### config.mk
export PLATFORM = sky130hd
export DESIGN_NAME = seq_multichannel_sync
export DESIGN_NICKNAME = d
export VERILOG_FILES = /design/src/rtl/seq_multichannel_sync.sv
export SDC_FILE = /design/constraint.sdc
export NUM_CORES = 2
export LEC_CHECK = 0
export BUFFER_PORTS_ARGS = -buffer_cell sky130_fd_sc_hd__buf_2
export CAP_MARGIN = 25
export CORE_MARGIN = 4
export CORE_UTILIZATION = 35
export CTS_CLUSTER_DIAMETER = 50
export DETAILED_ROUTE_END_ITERATION = 8
export GPL_ROUTABILITY_DRIVEN = 0
export SYNTH_ARGS = -nofsm -noshare
export SYNTH_HDL_FRONTEND = slang
export SYNTH_SLANG_ARGS = --single-unit
### constraint.sdc
create_clock -name clk -period 7.55 [get_ports clk]
set_input_delay 1.1325 -clock clk [delete_from_list [all_inputs] [get_ports clk]]
set_output_delay 1.1325 -clock clk [all_outputs]
set_load 0.01 [all_outputs]
### src/rtl/seq_multichannel_sync.sv
// Multi-channel custom-sequence generator: per-channel shadow/active config banks,
// loop-boundary commit, continuous/burst modes and masked synchronous start/stop.
module seq_multichannel_sync #(
  parameter int NUM_CHANNELS  = 8,
  parameter int CH_IDX_WIDTH  = (NUM_CHANNELS > 1) ? $clog2(NUM_CHANNELS) : 1,
  parameter int DIVIDER_WIDTH = 16,
  parameter int SEQ_MAX_BITS  = 64,
  parameter int LEN_WIDTH     = $clog2(SEQ_MAX_BITS + 1),
  parameter int REPEAT_WIDTH  = 8
) (
  input  logic                     clk,
  input  logic                     rst_n,
  input  logic [CH_IDX_WIDTH-1:0]  cfg_ch_index,
  input  logic [DIVIDER_WIDTH-1:0] cfg_freq_div,
  input  logic [SEQ_MAX_BITS-1:0]  cfg_seq_data,
  input  logic [LEN_WIDTH-1:0]     cfg_seq_len,
  input  logic                     cfg_mode,
  input  logic [REPEAT_WIDTH-1:0]  cfg_repeat,
  input  logic                     cfg_idle_level,
  input  logic                     cfg_enable,
  input  logic                     cfg_write,
  input  logic [NUM_CHANNELS-1:0]  commit_mask,
  input  logic                     commit_strobe,
  input  logic [NUM_CHANNELS-1:0]  start_mask,
  input  logic                     start_strobe,
  input  logic [NUM_CHANNELS-1:0]  stop_mask,
  input  logic                     stop_strobe,
  output logic [NUM_CHANNELS-1:0]  seq_out_vector,
  output logic [NUM_CHANNELS-1:0]  busy_vector,
  output logic [NUM_CHANNELS-1:0]  pending_vector,
  output logic [NUM_CHANNELS-1:0]  done_pulse_vector
);

  localparam int IDX_W = (SEQ_MAX_BITS > 1) ? $clog2(SEQ_MAX_BITS) : 1;

  typedef struct packed {
    logic [DIVIDER_WIDTH-1:0] div;
    logic [SEQ_MAX_BITS-1:0]  data;
    logic [LEN_WIDTH-1:0]     len;
    logic                     mode;
    logic [REPEAT_WIDTH-1:0]  rep;
    logic                     idle;
    logic                     en;
  } cfg_t;

  typedef enum logic {
    S_IDLE,
    S_RUN
  } state_t;

  cfg_t cfg_in;

  always_comb begin
    cfg_in.div  = cfg_freq_div;
    cfg_in.data = cfg_seq_data;
    cfg_in.len  = (cfg_seq_len > LEN_WIDTH'(SEQ_MAX_BITS)) ? LEN_WIDTH'(SEQ_MAX_BITS)
                                                          : cfg_seq_len;
    cfg_in.mode = cfg_mode;
    cfg_in.rep  = cfg_repeat;
    cfg_in.idle = cfg_idle_level;
    cfg_in.en   = cfg_enable;
  end

  for (genvar g = 0; g < NUM_CHANNELS; g++) begin : g_ch
    cfg_t                     shadow_q, shadow_d;
    cfg_t                     active_q, active_d;
    state_t                   state_q, state_d;
    logic [DIVIDER_WIDTH-1:0] div_q, div_d;
    logic [IDX_W-1:0]         bit_q, bit_d;
    logic [REPEAT_WIDTH-1:0]  loop_q, loop_d;
    logic                     pend_q, pend_d;
    logic                     out_q, out_d;
    logic                     done_q, done_d;
    logic                     wr, start, stop, commit;
    logic                     div_end, boundary, last_loop;
    logic [REPEAT_WIDTH-1:0]  rep_m1;

    // Out-of-range indices match no channel and are dropped here.
    assign wr     = cfg_write && (cfg_ch_index == CH_IDX_WIDTH'(g));
    assign start  = start_strobe  && start_mask[g];
    assign stop   = stop_strobe   && stop_mask[g];
    assign commit = commit_strobe && commit_mask[g];

    assign rep_m1    = (active_q.rep == '0) ? '0 : active_q.rep - 1'b1;
    assign div_end   = (div_q == active_q.div);
    assign boundary  = div_end && (LEN_WIDTH'(bit_q) == active_q.len - 1'b1);
    assign last_loop = (loop_q == rep_m1);

    always_comb begin
      shadow_d = wr ? cfg_in : shadow_q;
      active_d = active_q;
      state_d  = state_q;
      div_d    = div_q;
      bit_d    = bit_q;
      loop_d   = loop_q;
      pend_d   = pend_q;
      out_d    = out_q;
      done_d   = 1'b0;
      case (state_q)
        S_IDLE: begin
          pend_d = 1'b0;
          out_d  = active_q.idle;
          // Commit lands first so a coincident start runs the new config.
          if (commit) active_d = shadow_q;
          if (!stop && start && active_d.en && (active_d.len != '0)) begin
            state_d = S_RUN;
            div_d   = '0;
            bit_d   = '0;
            loop_d  = '0;
            out_d   = active_d.data[0];
          end
        end
        S_RUN: begin
          if (stop) begin
            state_d = S_IDLE;
            out_d   = active_q.idle;
            pend_d  = 1'b0;
          end else if (start) begin
            div_d  = '0;
            bit_d  = '0;
            loop_d = '0;
            out_d  = active_q.data[0];
            if (commit) pend_d = 1'b1;
          end else if (boundary) begin
            div_d = '0;
            bit_d = '0;
            if (pend_q || commit) begin
              active_d = shadow_q;
              pend_d   = 1'b0;
              loop_d   = '0;
              if (!shadow_q.en || (shadow_q.len == '0)) begin
                state_d = S_IDLE;
                out_d   = active_q.idle;
              end else begin
                out_d = shadow_q.data[0];
              end
            end else if (active_q.mode && last_loop) begin
              state_d = S_IDLE;
              out_d   = active_q.idle;
              done_d  = 1'b1;
            end else begin
              loop_d = loop_q + 1'b1;
              out_d  = active_q.data[0];
            end
          end else begin
            if (commit) pend_d = 1'b1;
            if (div_end) begin
              div_d = '0;
              bit_d = bit_q + 1'b1;
              out_d = active_q.data[bit_d];
            end else begin
              div_d = div_q + 1'b1;
            end
          end
        end
        default: state_d = S_IDLE;
      endcase
    end

    always_ff @(posedge clk or negedge rst_n) begin
      if (!rst_n) begin
        shadow_q <= '0;
        active_q <= '0;
        state_q  <= S_IDLE;
        div_q    <= '0;
        bit_q    <= '0;
        loop_q   <= '0;
        pend_q   <= 1'b0;
        out_q    <= 1'b0;
        done_q   <= 1'b0;
      end else begin
        shadow_q <= shadow_d;
        active_q <= active_d;
        state_q  <= state_d;
        div_q    <= div_d;
        bit_q    <= bit_d;
        loop_q   <= loop_d;
        pend_q   <= pend_d;
        out_q    <= out_d;
        done_q   <= done_d;
      end
    end

    assign seq_out_vector[g]    = out_q;
    assign busy_vector[g]       = (state_q == S_RUN);
    assign pending_vector[g]    = pend_q;
    assign done_pulse_vector[g] = done_q;
  end

endmodule

# Word-level counts from Yosys, hierarchy flattened
# Cells that the tools add are included.
# totals
in_bits	131
register_bits	1840
output_inout_bits	32
# classes
n_lt_le_gt_ge	9
n_reduce_logical	169
bitwise	8
eq_ne	119
mux	465
addsub	40
# ops
op	count
$mux W98	48
$pmux W98 S2	8
$mux W16	40
$mux W8	56
$pmux W16 S2	8
$mux W6	40
$mux W1	216
$add A16 B1 Y16 const B	8
$eq A16 B16 Y1	8
$pmux W8 S2	8
$pmux W6 S2	8
$logic_and A1 B1 Y1	72
$add A8 B1 Y8 const B	8
$eq A8 B8 Y1	8
$logic_not A8 Y1	8
$reduce_and A4 Y1	16
$sub A8 B1 Y8 const B	8
$eq A6 B7 Y1	8
$logic_not A7 Y1	8
$lt A6 B7 Y1 const B	8
$reduce_bool A7 Y1	8
$sub A7 B1 Y7 const B	8
$add A6 B1 Y6 const B	8
$bmux W1 S6	8
21 further kinds	186

# Depth between registers and ports, before layout
# logic_depth
word_depth	10
depth_mapped	13
depth_no_buf	10

# Worst setup path before layout
# Ideal clock, no wire load.
# synth_path
path_type	register to register
startpoint	reg g_ch[7].active_q[2] (netlist name)
endpoint	reg g_ch[7].out_q
stages_incl_launch_ff	11
arrival_time_ps	3339
t_required_ps	7420
path_slack_ps	4081
synth_period_minus_slack_ps	3469
path_buffers	0
path_cell_list	dfrtp_1 inv_1 ha_1 or4b_4 or4b_1 and3_1 a311o_1 nor4_4 mux2_4 a2111oi_2 o21ai_1
# synth_between
elab_chain_len	10
elab_cells_between_ends	11
cone_classes	1 x add/sub; 1 x eq/ne; 7 x mux; 2 x reduce/logical
# synth_lines
item	line_no	rtl
start: declaration	66	cfg_t active_q, active_d;
start signal: assignment	173	active_q <= active_d;
$sub A8 B1 Y8 or $logic_not A8 Y1 (tied branches)	84	assign rep_m1 = (active_q.rep == '0) ? '0 : active_q.rep - 1'b1;
$mux W8 (*)	84	
$eq A8 B8 Y1 (*)	87	assign last_loop = (loop_q == rep_m1);
$logic_and A1 B1 Y1 (*)	137	end else if (active_q.mode && last_loop) begin
$mux W1 (*)	137	
$mux W1 (*)	127	if (pend_q || commit) begin
$mux W1 (*)	124	end else if (boundary) begin
$mux W1 (*)	118	end else if (start) begin
$mux W1 (*)	114	if (stop) begin
$pmux W1 S2 (*)	99	case (state_q)
end signal: assignment	179	out_q <= out_d;
end: declaration	72	logic out_q, out_d;
# Every way passes the cells marked *; elsewhere a longest branch is shown, timed or not.
# A chain may end at the register's enable or synchronous reset.

# Final worst setup path
# layout_path
startpoint	reg g_ch[6].active_q[11] (netlist name)
endpoint	reg g_ch[6].active_q[48] (netlist name)
# layout_between
elab_chain_len	5
# layout_lines
item	line_no	rtl
start: declaration	66	
start signal: assignment	173	
$sub A7 B1 Y7	86	assign boundary = div_end && (LEN_WIDTH'(bit_q) == active_q.len - 1'b1);
$eq A6 B7 Y1	86	
$logic_and A1 B1 Y1	86	
$ne A2 B1 Y1 (no source line)	n/a	
$reduce_and A5 Y1 (no source line)	n/a	
# Every way passes these cells.

==> reports/metrics.cfg <==
[run_status]
status=completed

[clocking]
cts_buffers=195
clockRootBuffer=clkbuf_16
clock_path_buffers=3
cts_setup_buffers=0
tritoncts=built
cts.sinks=1840
clkTransAtPathRegs_ns=0.06
cts_hold_buffers=0
insertion_delay_ns=0.84
cts_resized=0
cts-htree-levels=4

[cells_and_area]
nFillCells=22300
multi_input_area_sq_um=35300
final_net_count=7432
syn_to_final_growth_pct=12.8
seqCellArea_sq_um=46000
drive_above_1_share=0.249
stdcell_count=10600

[synthesis]
yosys_warnings=0
synth_area_leaders=dfrtp_1, mux2_2, nand2_1, mux4_2, xnor2_1
ys_types=96
synth_top_cell_area_share=0.553
synth_top_family_by_area=multiplexers
synth_adder_area_share=0.00601
syn_area_sq_um=83200
synth_ff_type=dfrtp_1
synthSimpleGateAreaFrac=0.136
synth_xor_area_frac=0.0356
yosysSeqAreaShare=0.553
synth.avg_cell_area_sq_um=11.6
async_reset_ff_frac=1.00
syn_inst=7195
syn_nets=7366
yosys.area.top_type=dfrtp_1
yosys-mux-area-fraction=0.193
synth_edf_count=0
ys_ff_latch=1840
synth_compound_area_frac=0.0518

[grt]
antenna_found_initial=42
grt_pass1_vias=56300
grt-ovfl-total=0
grt_max_degree=167
grt_usage=0.184
grt_first_pass_wirelength_mm=348

[placement]
place_inst=10200
dp_slack_ns=3.26
hpwl_mm=152
port_buffers=162

[sta]
setup-tns-final_ns=0
drv_slew=0
layout_setup_ws_ns=3.32
hold_viol=0
finClkSkew_ns=0.0368
fin_crit_ns=4.23
finalSetupViolCount=0
fmax_ghz=0.236
worstMarginPinSlew_ns=1.12
timing.final.crit_share=0.560
slew_headroom=0.244
rsz0062_at_grt=false
hold_ws_ns=0.319

[min_path]
min_path_type=input port to asynchronous set/reset pin

[critical_path]
worst-endpoint-required_ns=8.26
cp-end-kind=register
crit_fanout=89
timing.rr.start=g_ch[6].active_q[11]
crit_path_start=g_ch[6].active_q[11]
worstSetupPathType=register to register
crit_arrival_ns=4.94
critPathLaunchType=register

[floorplan]
ios=163
initial_core_util=0.353
die_area_sq_um=246000
chipHeight_um=496
fp.dieW_um=496
rows=178
core-area_sq_um=236000

[route]
wl_per_cell_um=21.4
routed_wl_mm=227
ant_nets=0
vias=55500
first_pass_iters=7
drt_first_iter_violations=3713
drc=0
via_per_inst=5.24

[power]
leakage_nw=41.9
p_total_w=0.0335
power_density_nw_per_um2=357
ir_drop_mv=0.246

[run]
maxCapViolations=0

[path summary, 6_finish.rpt]
check | to | slack [ns] | cells past startpoint
setup / recovery | g_ch[6].active_q[48] | 3.32 | 10
hold / removal | g_ch[0].shadow_q[63] | 0.32 | 1
setup reg to reg | g_ch[6].active_q[48] | 3.32 | 10
hold reg to reg | g_ch[1].shadow_q[2] | 0.47 | 2
max in group asynchronous | g_ch[2].pend_q | 5.48 | 3
min in group clk | g_ch[1].shadow_q[2] | 0.47 | 2
[worst max-delay path, cell delays in order, from the launching register on]
cell and delay, ns:
dfrtp_1 0.40, inv_1 0.08, ha_1 0.23, xnor2_1 0.20
xnor2_1 0.10, or4_1 0.57, a2111oi_4 0.48, nand3_1 0.16
a22oi_2 0.94, buf_12 0.46, mux2_2 0.40
[synthesized netlist by cell type, drive strengths merged (8+ instances only)]
cell type  instances
mux2            1072
nand4b            13
a21oi            109
mux2i             68
or3               59
and2              27
nor4              53
a22o               8
a211oi            14
nand4             88
a2111oi           10
nor2             215
or4               33
nand3b             9
and4               9
mux4             148
a21o               8
o211ai            10
nor3b             18
nor4b             19
nand2b            55
nand3            143
a22oi              8
nand2           1604
o21ai            320
o2111ai           14
buf              118
nor3              62
nor2b             38
o21a              21
o22ai             14
and3              51
dfrtp           1840
xnor2            192
clkbuf           260
inv               99
o31ai             39
o41ai             13
or2               14
a211o             17
xor2             141
a31oi             20
ha                40
[final cells by class]
| type | count | area share |
|---|---|---|
| inverter | 99 | 0.00396 |
| multi-input combinational | 4878 | 0.377 |
| sequential | 1840 | 0.491 |
| timing repair buffer | 247 | 0.0178 |
| tap | 3150 | 0.0420 |
| antenna | 9 | 0.000240 |
| clock buffer | 267 | 0.0585 |
| clock inverter | 89 | 0.0104 |
[state kept, by name (all words and copies together) (netlist names)]
signal         flops
g_ch.bit_q        48
g_ch.shadow_q    784
g_ch.loop_q       64
g_ch.div_q       128
g_ch.pend_q        8
g_ch.active_q    784
g_ch.out_q         8
g_ch.done_q        8
g_ch.state_q       8
[layer usage]
layer	share of wire	global-route usage	wire (um)	up-vias
met2	0.48	0.310	110000	1325
met4	0.038	0.0682	8710	6
met1	0.43	0.242	97700	28600
met3	0.046	0.0256	10400	408
met5	0.00015	0	34	-
li1	-	-	-	25200
[stage by stage]
step	utilization	area, sq um
after global routing	0.398	93900
final	0.398	93900
after floorplan	-	83200
after detailed placement	0.370	87400
after CTS	0.398	93800
after global placement	0.370	87300
[cell usage in the layout (no fill, tap or decap), drive strengths merged, types with 62 or more instances in the layout]
cell type | Yosys | routed
dfrtp | 1840 | 1840
nand2 | 1604 | 1604
mux2 | 1072 | 1072
o21ai | 320 | 320
clkbuf | 260 | 267
buf | 118 | 247
nor2 | 215 | 215
xnor2 | 192 | 192
mux4 | 148 | 148
nand3 | 143 | 143
xor2 | 141 | 141
inv | 99 | 117
a21oi | 109 | 109
nand4 | 88 | 88
mux2i | 68 | 68
nor3 | 62 | 62
[logic make-up after synthesis]
family | count (synthesis)
AO/OA/AOI/OAI | 687
XOR/XNOR | 335
adder cells (fa/ha/maj) | 40
buffers and inverters | 477
flip-flops | 1840
multiplexers | 1288
AND/OR/NAND/NOR | 2528
[power by group]
part	switching [W]	internal (W)
clock	0.00410	0.00557
sequential	0.00205	0.0127
combinational	0.00448	0.00463
No activity file was read; power rests on OpenSTA's default activity.
